$ cat src/rtl/inta_pkg.sv
// Shared types and constants for the INTA# cycle initiator.
// Holds the FSM state encoding and the pulse counts of the two bus modes.
package inta_pkg;

  typedef enum logic [1:0] {
    IDLE = 2'd0,
    LOW  = 2'd1,
    GAP  = 2'd2,
    DONE = 2'd3
  } inta_state_e;

  localparam logic [7:0] MCS80_CALL_OPCODE = 8'hCD;
  localparam int         PULSES_8086       = 2;
  localparam int         PULSES_MCS80      = 3;

  // Index of the final INTA# pulse for the mode latched at sequence start.
  function automatic logic [1:0] last_pulse_idx(input logic mode_8086);
    return mode_8086 ? 2'(PULSES_8086 - 1) : 2'(PULSES_MCS80 - 1);
  endfunction

endpackage

$ cat src/rtl/int_synchronizer.sv
// Two-flop synchroniser for a level input arriving asynchronously to clock.
// Output lags the input by two rising edges; both flops clear on reset.
module int_synchronizer (
  input  logic clock,
  input  logic reset,
  input  logic async_i,
  output logic sync_o
);

  logic meta_q;
  logic sync_q;

  always_ff @(posedge clock or posedge reset) begin
    if (reset) begin
      meta_q <= 1'b0;
      sync_q <= 1'b0;
    end else begin
      meta_q <= async_i;
      sync_q <= meta_q;
    end
  end

  assign sync_o = sync_q;

endmodule

$ cat src/rtl/inta_cycle_initiator.sv
// CPU-side INTA# sequencer: runs 2 (8086) or 3 (MCS-80) acknowledge pulses on INT,
// captures the PIC bytes and presents the vector / CALL target on a valid/ready port.
module inta_cycle_initiator
  import inta_pkg::*;
#(
  parameter int INTA_LOW_CYCLES = 4,
  parameter int INTA_GAP_CYCLES = 2,
  parameter int TIMER_W         = 4
) (
  input  logic        clock,
  input  logic        reset,
  input  logic        interrupt_to_cpu,
  input  logic        interrupt_enable,
  input  logic        u8086_or_mcs80_mode,
  input  logic [7:0]  data_bus_in,
  output logic        interrupt_acknowledge_n,
  output logic        vector_valid,
  input  logic        vector_ready,
  output logic [7:0]  vector_type,
  output logic [15:0] call_address,
  output logic        call_opcode_error,
  output logic        busy
);

  localparam logic [TIMER_W-1:0] LOW_LAST = TIMER_W'(INTA_LOW_CYCLES - 1);
  localparam logic [TIMER_W-1:0] GAP_LAST = TIMER_W'(INTA_GAP_CYCLES - 1);

  inta_state_e        state_q, state_d;
  logic [1:0]         pulse_idx_q, pulse_idx_d;
  logic [TIMER_W-1:0] timer_q, timer_d;
  logic               mode_q, mode_d;
  logic [7:0]         byte0_q, byte0_d;
  logic [7:0]         byte1_q, byte1_d;
  logic [7:0]         byte2_q, byte2_d;
  logic [7:0]         vector_type_q, vector_type_d;
  logic [15:0]        call_address_q, call_address_d;
  logic               opcode_err_q, opcode_err_d;
  logic               vector_valid_q, vector_valid_d;
  logic               busy_q, busy_d;
  logic               int_sync;

  int_synchronizer u_int_sync (
    .clock   (clock),
    .reset   (reset),
    .async_i (interrupt_to_cpu),
    .sync_o  (int_sync)
  );

  always_ff @(posedge clock or posedge reset) begin
    if (reset) begin
      state_q        <= IDLE;
      pulse_idx_q    <= 2'd0;
      timer_q        <= '0;
      mode_q         <= 1'b0;
      byte0_q        <= 8'h00;
      byte1_q        <= 8'h00;
      byte2_q        <= 8'h00;
      vector_type_q  <= 8'h00;
      call_address_q <= 16'h0000;
      opcode_err_q   <= 1'b0;
      vector_valid_q <= 1'b0;
      busy_q         <= 1'b0;
    end else begin
      state_q        <= state_d;
      pulse_idx_q    <= pulse_idx_d;
      timer_q        <= timer_d;
      mode_q         <= mode_d;
      byte0_q        <= byte0_d;
      byte1_q        <= byte1_d;
      byte2_q        <= byte2_d;
      vector_type_q  <= vector_type_d;
      call_address_q <= call_address_d;
      opcode_err_q   <= opcode_err_d;
      vector_valid_q <= vector_valid_d;
      busy_q         <= busy_d;
    end
  end

  always_comb begin
    state_d        = state_q;
    pulse_idx_d    = pulse_idx_q;
    timer_d        = timer_q;
    mode_d         = mode_q;
    byte0_d        = byte0_q;
    byte1_d        = byte1_q;
    byte2_d        = byte2_q;
    vector_type_d  = vector_type_q;
    call_address_d = call_address_q;
    opcode_err_d   = opcode_err_q;
    vector_valid_d = vector_valid_q;
    busy_d         = busy_q;

    case (state_q)
      IDLE: begin
        if (int_sync && interrupt_enable) begin
          mode_d       = u8086_or_mcs80_mode;
          pulse_idx_d  = 2'd0;
          timer_d      = '0;
          busy_d       = 1'b1;
          opcode_err_d = 1'b0;
          state_d      = LOW;
        end
      end

      LOW: begin
        // INTA# rises on the next edge, so this is the last cycle the PIC drives the bus.
        if (timer_q == LOW_LAST) begin
          timer_d = '0;
          case (pulse_idx_q)
            2'd0:    byte0_d = data_bus_in;
            2'd1:    byte1_d = data_bus_in;
            default: byte2_d = data_bus_in;
          endcase
          state_d = GAP;
        end else begin
          timer_d = timer_q + 1'b1;
        end
      end

      GAP: begin
        if (timer_q == GAP_LAST) begin
          timer_d = '0;
          if (pulse_idx_q == last_pulse_idx(mode_q)) begin
            vector_valid_d = 1'b1;
            if (mode_q) begin
              vector_type_d = byte1_q;
            end else begin
              call_address_d = {byte2_q, byte1_q};
              opcode_err_d   = (byte0_q != MCS80_CALL_OPCODE);
            end
            state_d = DONE;
          end else begin
            pulse_idx_d = pulse_idx_q + 2'd1;
            state_d     = LOW;
          end
        end else begin
          timer_d = timer_q + 1'b1;
        end
      end

      DONE: begin
        if (vector_valid_q && vector_ready) begin
          vector_valid_d = 1'b0;
          busy_d         = 1'b0;
          state_d        = IDLE;
        end
      end

      default: state_d = IDLE;
    endcase
  end

  // Decoded straight from state so an async reset releases INTA# immediately.
  assign interrupt_acknowledge_n = (state_q != LOW);
  assign vector_valid            = vector_valid_q;
  assign vector_type             = vector_type_q;
  assign call_address            = call_address_q;
  assign call_opcode_error       = opcode_err_q;
  assign busy                    = busy_q;

endmodule

$ cat config.mk
export PLATFORM = sky130hd
export DESIGN_NAME = inta_cycle_initiator
export DESIGN_NICKNAME = d
export VERILOG_FILES = /design/src/rtl/inta_pkg.sv /design/src/rtl/int_synchronizer.sv /design/src/rtl/inta_cycle_initiator.sv
export SDC_FILE = /design/constraint.sdc
export NUM_CORES = 1
export LEC_CHECK = 0
export CORE_MARGIN = 8
export CORE_UTILIZATION = 53
export DETAILED_ROUTE_END_ITERATION = 12
export PLACE_DENSITY = 0.78
export SETUP_SLACK_MARGIN = 0.02
export SYNTH_ARGS = -nofsm -noshare
export SYNTH_HDL_FRONTEND = slang
export SYNTH_SLANG_ARGS = --single-unit
$ cat constraint.sdc
create_clock -name clock -period 3.03 [get_ports clock]
set_clock_uncertainty 0.1 [all_clocks]
set_input_delay 0.606 -clock clock [delete_from_list [all_inputs] [get_ports clock]]
set_output_delay 0.606 -clock clock [all_outputs]
set_load 0.01 [all_outputs]
Yosys cells after proc, flatten, opt, wreduce, memory -nomap -nowiden

Cells that the tools add are included.

Bits in registers: 62
Output and inout port bits: 28
Word-level logic and storage cells: 81

Multiplexer cells: 26
Reductions and logical operators: 21
Equal/unequal tests: 16
Bitwise operators: 2
Add/sub/neg operators: 2

Operators by type and width:

| operator              | number |
|---|---|
| $reduce_and A4 Y1     | 5 |
| $mux W2               | 9 |
| $ne A2 B2 Y1 const B  | 7 |
| $mux W4               | 3 |
| $pmux W4 S3           | 1 |
| $reduce_and A3 Y1     | 4 |
| $mux W1               | 8 |
| $ne A8 B8 Y1 const B  | 1 |
| $pmux W2 S4           | 1 |
| $pmux W1 S2           | 3 |
| $reduce_bool A2 Y1    | 3 |
| $reduce_and A5 Y1     | 1 |
| $add A4 B1 Y4 const B | 1 |
| $eq A2 B1 Y1 const B  | 2 |
| $eq A2 B2 Y1 const B  | 2 |
| $eq A4 B1 Y1 const B  | 1 |
| $eq A4 B2 Y1 const B  | 1 |
| $logic_not A2 Y1      | 2 |
| $pmux W2 S2           | 1 |
| $reduce_and A2 Y1     | 2 |
| $reduce_bool A3 Y1    | 1 |
| $add A2 B1 Y2 const B | 1 |
| $eq A2 B2 Y1          | 1 |
| $logic_and A1 B1 Y1   | 2 |
| other kinds (3)       | 4 |

Logic depth before layout (Yosys ltp)

Gate-level depths: netlist of the first run.

Depth after elaboration: 5
Mapped depth: 7
Gate-level depth less buffers: 6

Hierarchy

A second synthesis of the first run with hierarchy kept.

Cell total of the unflattened synthesis: 211
Area, all modules: 2772.7 um2

By module, submodules not included:

| module               | area an instance (um2) | sequential area each (um2) | cells an instance | instances |
|---|---|---|---|---|
| inta_cycle_initiator | 2718.9                 | 1501.4                     | 208               | 1 |
| int_synchronizer     | 53.8                   | 50.0                       | 3                 | 1 |

Worst setup path before layout of the first run

Ideal clock, no wire load.

Path kind: register -> register
From: register timer_q[1]
To: register call_address_q[0] (netlist: call_address[0])
Buffers on the path: 2
Period minus slack after synthesis: 2.108 ns
Data arrival time: 1.883 ns
Library setup time: 0.125 ns
Cell stages (with the launch flop): 8
Path slack: 0.922 ns
Required time: 2.805 ns
Cell sequence: dfrtp_1 > inv_1 > ha_1 > or3b_1 > buf_2 > nor3_4 > buf_6 > mux2_2

Longest elaborated chain between the ends: 2

Ends and longest elaborated chain:

| what                        | RTL line                    | text |
|---|---|---|
| start: declaration          | inta_cycle_initiator.sv:30  | `logic [TIMER_W-1:0] timer_q, timer_d;` |
| start signal: assignment    | inta_cycle_initiator.sv:66  | `timer_q <= timer_d;` |
| $eq A4 B1 Y1                | inta_cycle_initiator.sv:121 | `if (timer_q == GAP_LAST) begin` |
| $reduce_and A4 Y1 (no line) | -                           |  |
| end signal: assignment      | inta_cycle_initiator.sv:72  | `call_address_q <= call_address_d;` |
| end: declaration            | inta_cycle_initiator.sv:36  | `logic [15:0] call_address_q, call_address_d;` |

No other way between the ends.
A chain may end at the register's enable or synchronous reset.

Final worst setup path of the first run

From: register state_q[0]
To: register call_address_q[13] (netlist: call_address[13])

Longest elaborated chain between the ends: 2

Ends and longest elaborated chain:

| what                        | RTL line                   | text |
|---|---|---|
| start: declaration          | inta_cycle_initiator.sv:28 | `inta_state_e state_q, state_d;` |
| start signal: assignment    | inta_cycle_initiator.sv:64 | `state_q <= state_d;` |
| $eq A2 B2 Y1                | inta_cycle_initiator.sv:93 | `case (state_q)` |
| $reduce_and A4 Y1 (no line) | -                          |  |

No other way between the ends.

==> impl_metrics.py, run 1 <==
metrics = {
    "run_status": {
        "status": "complete, no violations",
    },
    "job": {
        "cap_viol_max_count": 0,
    },
    "finish": {
        "diodes": 0,
        "drive_gt1_share_pct": 28.8,
        "final_util_pct": 68.8,
        "areaGrowthSynthToFinish_pct": 25.9,
        "nets": 285,
    },
    "timing": {
        "tns_ps": 0,
        "rsz0062_at_grt": "no",
        "report.final.slew_viol_count": 0,
        "period_minus_slack_ps": 2490,
        "tightest_slew_ps": 575,
        "timing.hold.ws_ps": 249,
        "finalHoldViolCount": 0,
        "setup_viol": 0,
        "slew_headroom_pct": 61.3,
        "period_share_pct": 82.2,
        "setup_ws_ps": 539,
        "fmax_ghz": 0.402,
    },
    "power_and_ir_drop": {
        "p_switching_mw": 1.25,
        "peakVddDrop_mv": 0.729,
        "p_int_mw": 2.50,
        "p_seq_share_pct": 39.9,
        "comb_power_share_pct": 39.5,
        "p_leak_nw": 1.55,
        "pwr-share-clk_pct": 20.6,
        "powerDensity_nw_per_um2": 1070,
        "switching_share_pct": 33.4,
    },
    "critical_path": {
        "crit_path_end_kind": "flip-flop",
        "path_cells": "inv_1 > ha_1 > and4bb_2 > o21ba_4 > nor3_4 > buf_4 > mux2_2",
        "critPathLaunchType": "flip-flop",
        "crit_fanout": 16,
        "criticalPathCategory": "reg2reg",
        "worst_ep_required_time_ps": 3140,
        "cp_slowest_cell": "ha_1",
        "crit_arrival_ps": 2600,
        "slowest_delay_ps": 460,
    },
    "drt": {
        "vias_per_cell": 5.42,
        "drtIter0Drc": 51,
        "routed_wl_microns": 5530,
        "firstDrtPassIters": 4,
        "ant_nets": 0,
        "wl_per_cell_microns": 16.4,
        "via_count": 1825,
        "drc": 0,
    },
    "floorplan": {
        "rows": 26,
        "core_sq_um": 5110,
        "die_w_microns": 88.6,
        "die_y_microns": 88.6,
        "die_area_sq_um": 7850,
        "start_util_pct": 54.7,
        "ioPinCount": 42,
    },
    "synthesis": {
        "ys_ff_latch": 62,
        "synthAdderAreaFrac_pct": 4.03,
        "synth_cell_types": 42,
        "synth-xor-area-share_pct": 0,
        "synth-simple-area-share_pct": 9.05,
        "synth-seq-area-share_pct": 55.6,
        "ys_async_sr_fraction_pct": 100,
        "syn-cell-area_sq_um": 2790,
        "synth.yosys.warnings": 0,
        "synthFlopType": "dfrtp_1",
        "synthCells": 211,
        "synth-compound-area-share_pct": 8.34,
        "syn_avg_cell_area_sq_um": 13.2,
        "synth_top_family_by_area": "multiplexers",
        "synthMuxAreaShare_pct": 20.5,
        "syn_nets": 234,
        "synth_enable_flop_cells": 0,
    },
    "min_path": {
        "hold_class": "reg2reg",
    },
    "place": {
        "routabilityCongestion": 0.873,
        "hpwl_microns": 3960,
        "port_buffers": 41,
        "dp_slack_ps": 556,
    },
    "clock_network": {
        "clockBufferDepth": 2,
        "hold_buffers": 0,
        "post-cts-setup-buffer-count": 0,
        "clock-sinks": 62,
        "cts-root-buf": "clkbuf_8",
        "cts_resized": 0,
        "clk_pin_slew_ps": 70,
        "cts_tree": "yes",
        "cts_buffers": 9,
        "htreeDepth": 3,
        "clk_latency_ps": 320,
    },
    "global_route": {
        "grt_pass1_wl_microns": 9370,
        "track_usage_pct": 16.0,
        "grt_antenna_before_repair": 0,
        "grt_overflow": 0,
        "grt_max_degree": 63,
        "grt_pass1_vias": 1953,
    },
}
[worst max-delay path, delay by kind of cell (launching register included)]
family,cells,cell delay [ps]
compound gates,1,170
fa+ha+maj,1,460
mux,1,370
simple gates,2,450
flops,1,430
buf+inv,2,380
[sequential cells by signal, summed over array words and instances (netlist names)]
| register | count |
|---|---|
| vector_valid | 1 |
| byte2_q | 8 |
| call_address | 16 |
| u_int_sync.sync_o | 1 |
| state_q | 2 |
| byte1_q | 8 |
| pulse_idx_q | 2 |
| mode_q | 1 |
| timer_q | 4 |
| u_int_sync.meta_q | 1 |
| vector_type | 8 |
| call_opcode_error | 1 |
| byte0_q | 8 |
| busy | 1 |
[power groups by stage]
| stage | logic, mW | registers [mW] | clock network [mW] |
|---|---|---|---|
| 2_1_floorplan | 0.874 | 1.51 | 0 |
| 3_3_place_gp | 1.45 | 1.49 | 0 |
| 4_1_cts | 1.50 | 1.49 | 0.792 |
| 6_report | 1.48 | 1.50 | 0.772 |
| 5_1_grt | 1.64 | 1.55 | 0.820 |
| 3_5_place_dp | 1.49 | 1.50 | 0 |
[routing by layer]
metal	global-route usage, %	part of all wire, %
met5	0	0
met4	10.1	2.1
met3	4.09	4.9
met2	23.8	47
met1	20.2	46
[cell families after synthesis]
kind of cell / after synthesis
mux: 51
flops: 62
buf+inv: 16
simple gates: 42
compound gates: 31
fa+ha+maj: 9
[synthesized netlist by cell type (2+ instances only)]
cell | number | share of area, %
inv_1 | 12 | 1.6
ha_1 | 9 | 4.0
dfrtp_1 | 62 | 56
o211ai_1 | 2 | 0.54
o21ai_0 | 3 | 0.54
o22ai_1 | 2 | 0.45
a31oi_1 | 6 | 1.3
nand2b_1 | 2 | 0.45
nor3_4 | 2 | 1.2
nand2_1 | 12 | 1.6
mux2_2 | 49 | 20
buf_2 | 2 | 0.36
a22o_1 | 3 | 0.94
a21oi_1 | 6 | 1.1
nand3_1 | 6 | 1.1
mux2i_1 | 2 | 0.72
nor2_1 | 5 | 0.67
and3_1 | 2 | 0.45
[cell usage in the layout, fill, tap and decap left out, types with 3 or more instances in the layout]
cell	netlist	routed
a21oi_1	6	6
a22o_1	3	3
a31oi_1	6	6
clkbuf_8	0	9
clkdlybuf4s50_1	0	41
dfrtp_1	62	62
ha_1	9	9
inv_1	12	11
mux2_2	49	49
nand2_1	12	12
nand3_1	6	6
nor2_1	5	5
o21ai_0	3	3
[worst paths after layout]
path | from | to | slack (ps) | depth (start not counted)
setup / recovery | state_q[0]$_DFFE_PP0P_ | call_address[13]$_DFFE_PP0P_ | 540 | 7
hold / removal | u_int_sync.meta_q$_DFF_PP0_ | u_int_sync.sync_o$_DFF_PP0_ | 250 | 0
setup reg to reg | state_q[0]$_DFFE_PP0P_ | call_address[13]$_DFFE_PP0P_ | 540 | 7
hold reg to reg | u_int_sync.meta_q$_DFF_PP0_ | u_int_sync.sync_o$_DFF_PP0_ | 250 | 0
max in group asynchronous | reset | vector_valid$_DFFE_PP0P_ | 2000 | 3
min in group asynchronous | reset | byte1_q[3]$_DFFE_PP0P_ | 560 | 3
[metrics by stage]
step           cells  area (sq um)  power [mW]
6_report         337          3510        3.75
5_1_grt          337          3510        4.01
4_1_cts          337          3510        3.78
3_5_place_dp     321          3300        2.99
3_3_place_gp     321          3300        2.94
2_1_floorplan    211          2790        2.38
[final cells by class]
class                   instances  area [sq um]
flip-flops and latches         62          1550
repair buffers                 44           445
well taps                      70          87.6
multi-input cells             133          1170
fillers                       372          1590
inverters                      12          45.0
clock buffers                  10           128
clock inverters                 6          86.3
Power figures use the tool's default switching activity.
==> inputs of run 2 (changes only) <==
==> constraint.sdc (replaced) <==
create_clock -name clock -period 2.5 [get_ports clock]
set_clock_uncertainty 0.1 [all_clocks]
set_input_delay 0.5 -clock clock [delete_from_list [all_inputs] [get_ports clock]]
set_output_delay 0.5 -clock clock [all_outputs]
set_load 0.01 [all_outputs]
==> run 2 against run 1 <==
Flip-flop and latch count stayed put; sequential power increased by 21%; global-route usage down 0.12 points; design area up 0.28%; die area is the same; combinational power up 24%; power is 18% higher; first-iteration DRC count up 84%; register-to-register slack lost 280 ps; utilization is 0.20 points higher; final cell count is 1.2% higher; clock power hardly changed.
==> impl_metrics.py, run 2 (synthesis results as in run 1) <==
metrics = {
    "clock_network": {
        "clockBufferDepth": 2,
        "clk_latency_ps": 330,
        "hold_buffers": 0,
        "clk_pin_slew_ps": 60,
        "cts_buffers": 9,
        "cts_tree": "yes",
        "clock-sinks": 62,
        "cts-root-buf": "clkbuf_8",
        "htreeDepth": 3,
        "cts_resized": 0,
        "post-cts-setup-buffer-count": 0,
    },
    "timing": {
        "rsz0062_at_grt": "no",
        "period_share_pct": 92.0,
        "period_minus_slack_ps": 2300,
        "report.final.slew_viol_count": 0,
        "fmax_ghz": 0.435,
        "timing.hold.ws_ps": 250,
        "finalHoldViolCount": 0,
        "tns_ps": 0,
        "setup_viol": 0,
        "slew_headroom_pct": 44.0,
        "tightest_slew_ps": 832,
    },
    "drt": {
        "m1WireLength_microns": 2510,
        "top_layer_used": "met4",
        "routed_wl_microns": 5650,
        "drtIter0Drc": 94,
        "wl_met2_microns": 2760,
        "met3_length_microns": 321,
        "ant_nets": 0,
        "via_count": 1848,
        "drc": 0,
        "wl_per_cell_microns": 16.6,
        "vias_per_cell": 5.42,
        "firstDrtPassIters": 4,
    },
    "power_and_ir_drop": {
        "p_leak_nw": 1.57,
        "peakVddDrop_mv": 0.702,
        "powerDensity_nw_per_um2": 1250,
        "power_mw": 4.41,
    },
    "job": {
        "cap_viol_max_count": 0,
    },
    "floorplan": {
        "start_util_pct": 54.7,
        "die_y_microns": 88.6,
        "rows": 26,
        "die_w_microns": 88.6,
        "ioPinCount": 42,
        "die_area_sq_um": 7850,
        "core_sq_um": 5110,
    },
    "finish": {
        "final_common_cell": "dfrtp_1",
        "areaGrowthSynthToFinish_pct": 26.2,
        "drive_gt1_share_pct": 30.3,
        "layout_common_cells": "dfrtp_1, mux2_2, clkdlybuf4s50_1, nand2_1",
        "nFillCells": 349,
        "nets": 290,
        "largest_reg_flops": 16,
        "layout.cells.non_filler": 341,
        "diodes": 0,
    },
    "global_route": {
        "grt_max_degree": 25,
        "grt_pass1_wl_microns": 9380,
        "grt_overflow": 0,
        "track_usage_pct": 15.9,
        "grt_antenna_before_repair": 0,
        "grt_pass1_vias": 1903,
    },
    "critical_path": {
        "crit_fanout": 5,
        "criticalPathCategory": "reg2out",
        "worst_ep_required_time_ps": 1900,
        "critPathLaunchType": "flip-flop",
        "crit_arrival_ps": 1700,
        "crit_path_end_kind": "primary output",
    },
    "place": {
        "port_buffers": 41,
        "hpwl_microns": 4130,
        "place_inst": 326,
        "routabilityCongestion": 0.869,
    },
    "run_status": {
        "status": "complete, no violations",
    },
    "min_path": {
        "hold_class": "reg2reg",
    },
}
run 2: cell types whose count changed in the layout (fill, tap and decap cells not counted), sizes merged:
| cell | change |
|---|---|
| buf | +5 |
| bufinv | -2 |
| clkbuf | +1 |
run 2: path summary, 6_finish.rpt:
| kind | from | to | slack, ps | depth (start not counted) |
|---|---|---|---|---|
| max in group asynchronous | reset | state_q[1]$_DFFE_PP0P_ | 1310 | 3 |
| worst min-delay path | u_int_sync.meta_q$_DFF_PP0_ | u_int_sync.sync_o$_DFF_PP0_ | 250 | 0 |
| min in group asynchronous | reset | call_address[8]$_DFFE_PP0P_ | 420 | 2 |
| worst max-delay path | state_q[1]$_DFFE_PP0P_ | interrupt_acknowledge_n | 200 | 4 |
| worst max register to register | state_q[0]$_DFFE_PP0P_ | call_address[3]$_DFFE_PP0P_ | 260 | 7 |
| worst min register to register | u_int_sync.meta_q$_DFF_PP0_ | u_int_sync.sync_o$_DFF_PP0_ | 250 | 0 |
run 2: stage by stage:
step                utilization (%)  setup slack, ps  cell area (sq um)
floorplan                         -              359               2790
global placement               65.6              162               3350
detailed placement             65.6              176               3350
CTS                            69.0              196               3520
global route                   69.0              101               3520
finish                         69.0              200               3520
run 2: worst max-delay path: stages (launching register included):
cell and delay [ps]:
dfrtp_1 410, inv_1 90, ha_1 210, inv_1 110
clkdlybuf4s50_1 550
run 2: cell type report:
class	count	area [sq um]	share of cell area, %
Inverter	12	45.0	1.28
Multi-Input combinational cell	133	1170	33.2
Timing Repair Buffer	49	495	14.1
Tap cell	70	87.6	2.49
Sequential cell	62	1550	44.0
Clock inverter	4	22.5	0.639
Clock buffer	11	151	4.30
run 2: per-layer routing:
| metal | GRT usage (%) | vias up |
|---|---|---|
| met5 | 0 | - |
| met4 | 5.68 | 0 |
| met3 | 5.29 | 9 |
| met2 | 25.7 | 54 |
| met1 | 19.2 | 908 |
| li1 | - | 877 |
run 2: power by group:
group	leakage [nW]	internal [mW]	switching, mW
clock	0.0910	0.402	0.370
sequential	0.779	1.47	0.334
combinational	0.697	1.01	0.817
total	1.57	2.89	1.52
==> inputs of run 3 (changes only) <==
--- a/config.mk
+++ b/config.mk
@@ -13,3 +13,4 @@
 export SYNTH_ARGS = -nofsm -noshare
 export SYNTH_HDL_FRONTEND = slang
 export SYNTH_SLANG_ARGS = --single-unit
+export TNS_END_PERCENT = 50
==> constraint.sdc (replaced) <==
create_clock -name clock -period 2.41 [get_ports clock]
set_clock_uncertainty 0.1 [all_clocks]
set_input_delay 0.482 -clock clock [delete_from_list [all_inputs] [get_ports clock]]
set_output_delay 0.482 -clock clock [all_outputs]
set_load 0.01 [all_outputs]
==> run 3 against run 2 <==
Sequential share of layout area down 0.98 points; power up 10%; combinational power up 7%; register-to-register slack worse by 140 ps; utilization up 1.6 points; die area unchanged; flip-flop and latch count unchanged; non-clock buffer count up 3; via count up 2.8%; worst hold slack about the same; worst setup slack worse by 88 ps; critical path depth down 1; critical endpoint unchanged; largest cell class unchanged; highest routed layer unchanged.
==> impl_metrics.py, run 3 (synthesis results as in run 1) <==
metrics = {
    "timing": {
        "period_minus_slack_ps": 2300,
        "setup_viol": 0,
        "fmax_ghz": 0.435,
        "rsz0062_at_grt": "no",
        "period_share_pct": 95.3,
        "tightest_slew_ps": 707,
        "report.final.slew_viol_count": 0,
        "tns_ps": 0,
        "slew_headroom_pct": 52.5,
        "finalHoldViolCount": 0,
    },
    "clock_network": {
        "clock-sinks": 62,
        "htreeDepth": 3,
        "cts_buffers": 9,
        "clk_pin_slew_ps": 70,
        "cts-root-buf": "clkbuf_8",
        "hold_buffers": 0,
        "cts_resized": 0,
        "clk_latency_ps": 340,
        "clockBufferDepth": 2,
        "post-cts-setup-buffer-count": 0,
        "cts_tree": "yes",
    },
    "finish": {
        "drive_gt1_share_pct": 31.3,
        "multi_input_area_sq_um": 1170,
        "final_common_cell": "dfrtp_1",
        "seq_area_sq_um": 1550,
        "largest_reg_flops": 16,
        "layout_common_cells": "dfrtp_1, mux2_2, clkdlybuf4s50_1, nand2_1, inv_1",
        "nets": 293,
        "layout.cells.non_filler": 345,
        "nFillCells": 365,
        "areaGrowthSynthToFinish_pct": 29.1,
        "diodes": 0,
    },
    "power_and_ir_drop": {
        "powerDensity_nw_per_um2": 1350,
        "p_leak_nw": 1.60,
        "power_mw": 4.86,
        "peakVddDrop_mv": 0.747,
    },
    "global_route": {
        "grt_max_degree": 63,
        "grt_pass1_vias": 1986,
        "track_usage_pct": 16.2,
        "grt_pass1_wl_microns": 9630,
        "grt_antenna_before_repair": 0,
        "grt_overflow": 0,
    },
    "floorplan": {
        "ioPinCount": 42,
        "start_util_pct": 54.7,
        "die_w_microns": 88.6,
        "rows": 26,
        "die_y_microns": 88.6,
        "core_sq_um": 5110,
        "die_area_sq_um": 7850,
    },
    "place": {
        "place_inst": 326,
        "hpwl_microns": 4130,
        "routabilityCongestion": 0.861,
        "port_buffers": 41,
    },
    "critical_path": {
        "critPathLaunchType": "flip-flop",
        "criticalPathCategory": "reg2out",
        "crit_arrival_ps": 1720,
        "crit_fanout": 5,
        "crit_path_end_kind": "primary output",
        "worst_ep_required_time_ps": 1830,
    },
    "drt": {
        "via_count": 1900,
        "vias_per_cell": 5.51,
        "firstDrtPassIters": 4,
        "ant_nets": 0,
        "drtIter0Drc": 98,
        "wl_per_cell_microns": 16.7,
        "drc": 0,
        "routed_wl_microns": 5760,
    },
    "job": {
        "cap_viol_max_count": 0,
    },
    "min_path": {
        "hold_class": "reg2reg",
    },
    "run_status": {
        "status": "complete, no violations",
    },
}
-- run 3: cell count changes in the layout (fill, tap and decap cells not counted), sizes merged --
cell	before	now
buf	8	11
bufinv	0	2
clkbuf	11	10
clkinv	3	2
inv	12	13
-- run 3: path summary, 6_finish.rpt --
kind,from,end,slack [ps],cells past startpoint
setup / recovery,state_q[0]$_DFFE_PP0P_,interrupt_acknowledge_n,110,3
hold / removal,u_int_sync.meta_q$_DFF_PP0_,u_int_sync.sync_o$_DFF_PP0_,250,0
setup reg to reg,state_q[0]$_DFFE_PP0P_,call_address[1]$_DFFE_PP0P_,120,7
hold reg to reg,u_int_sync.meta_q$_DFF_PP0_,u_int_sync.sync_o$_DFF_PP0_,250,0
max in group asynchronous,reset,mode_q$_DFFE_PP0P_,1520,3
min in group asynchronous,reset,call_address[3]$_DFFE_PP0P_,410,3
-- run 3: worst max-delay path, cell delays in order, from the launching register on --
cell and delay, ps:
dfrtp_1 440, ha_1 260, inv_1 130, clkdlybuf4s50_1 550
-- run 3: where the power goes --
part	internal, mW	switching [mW]	total (mW)
Combinational	1.07	0.875	1.95
Clock	0.617	0.422	1.04
Sequential	1.53	0.349	1.88
Total	3.22	1.65	4.86
-- run 3: through the flow --
step	utilization (%)	instance area, sq um	hold slack [ps]	setup slack (ps)
floorplan	-	2790	231	287
global placement	65.3	3340	235	113
detailed placement	65.3	3340	236	104
CTS	69.9	3570	252	58.8
global route	70.6	3600	271	18.6
finish	70.6	3600	250	112
-- run 3: routing by layer --
metal  GRT usage (%)  wire (microns)  vias to the layer above
met1            20.1            2590                      932
met4            8.76              93                        0
met2            26.0            2780                       73
met3            3.34             296                       11
li1                -               -                      884
met5               0               0                        -
-- run 3: layout make-up --
| class | instances | area share, % |
|---|---|---|
| sequential | 62 | 43.1 |
| multi-input combinational | 133 | 32.5 |
| timing repair buffer | 52 | 14.4 |
| clock buffer | 10 | 3.82 |
| clock inverter | 6 | 2.60 |
| tap | 70 | 2.43 |
| inverter | 12 | 1.25 |
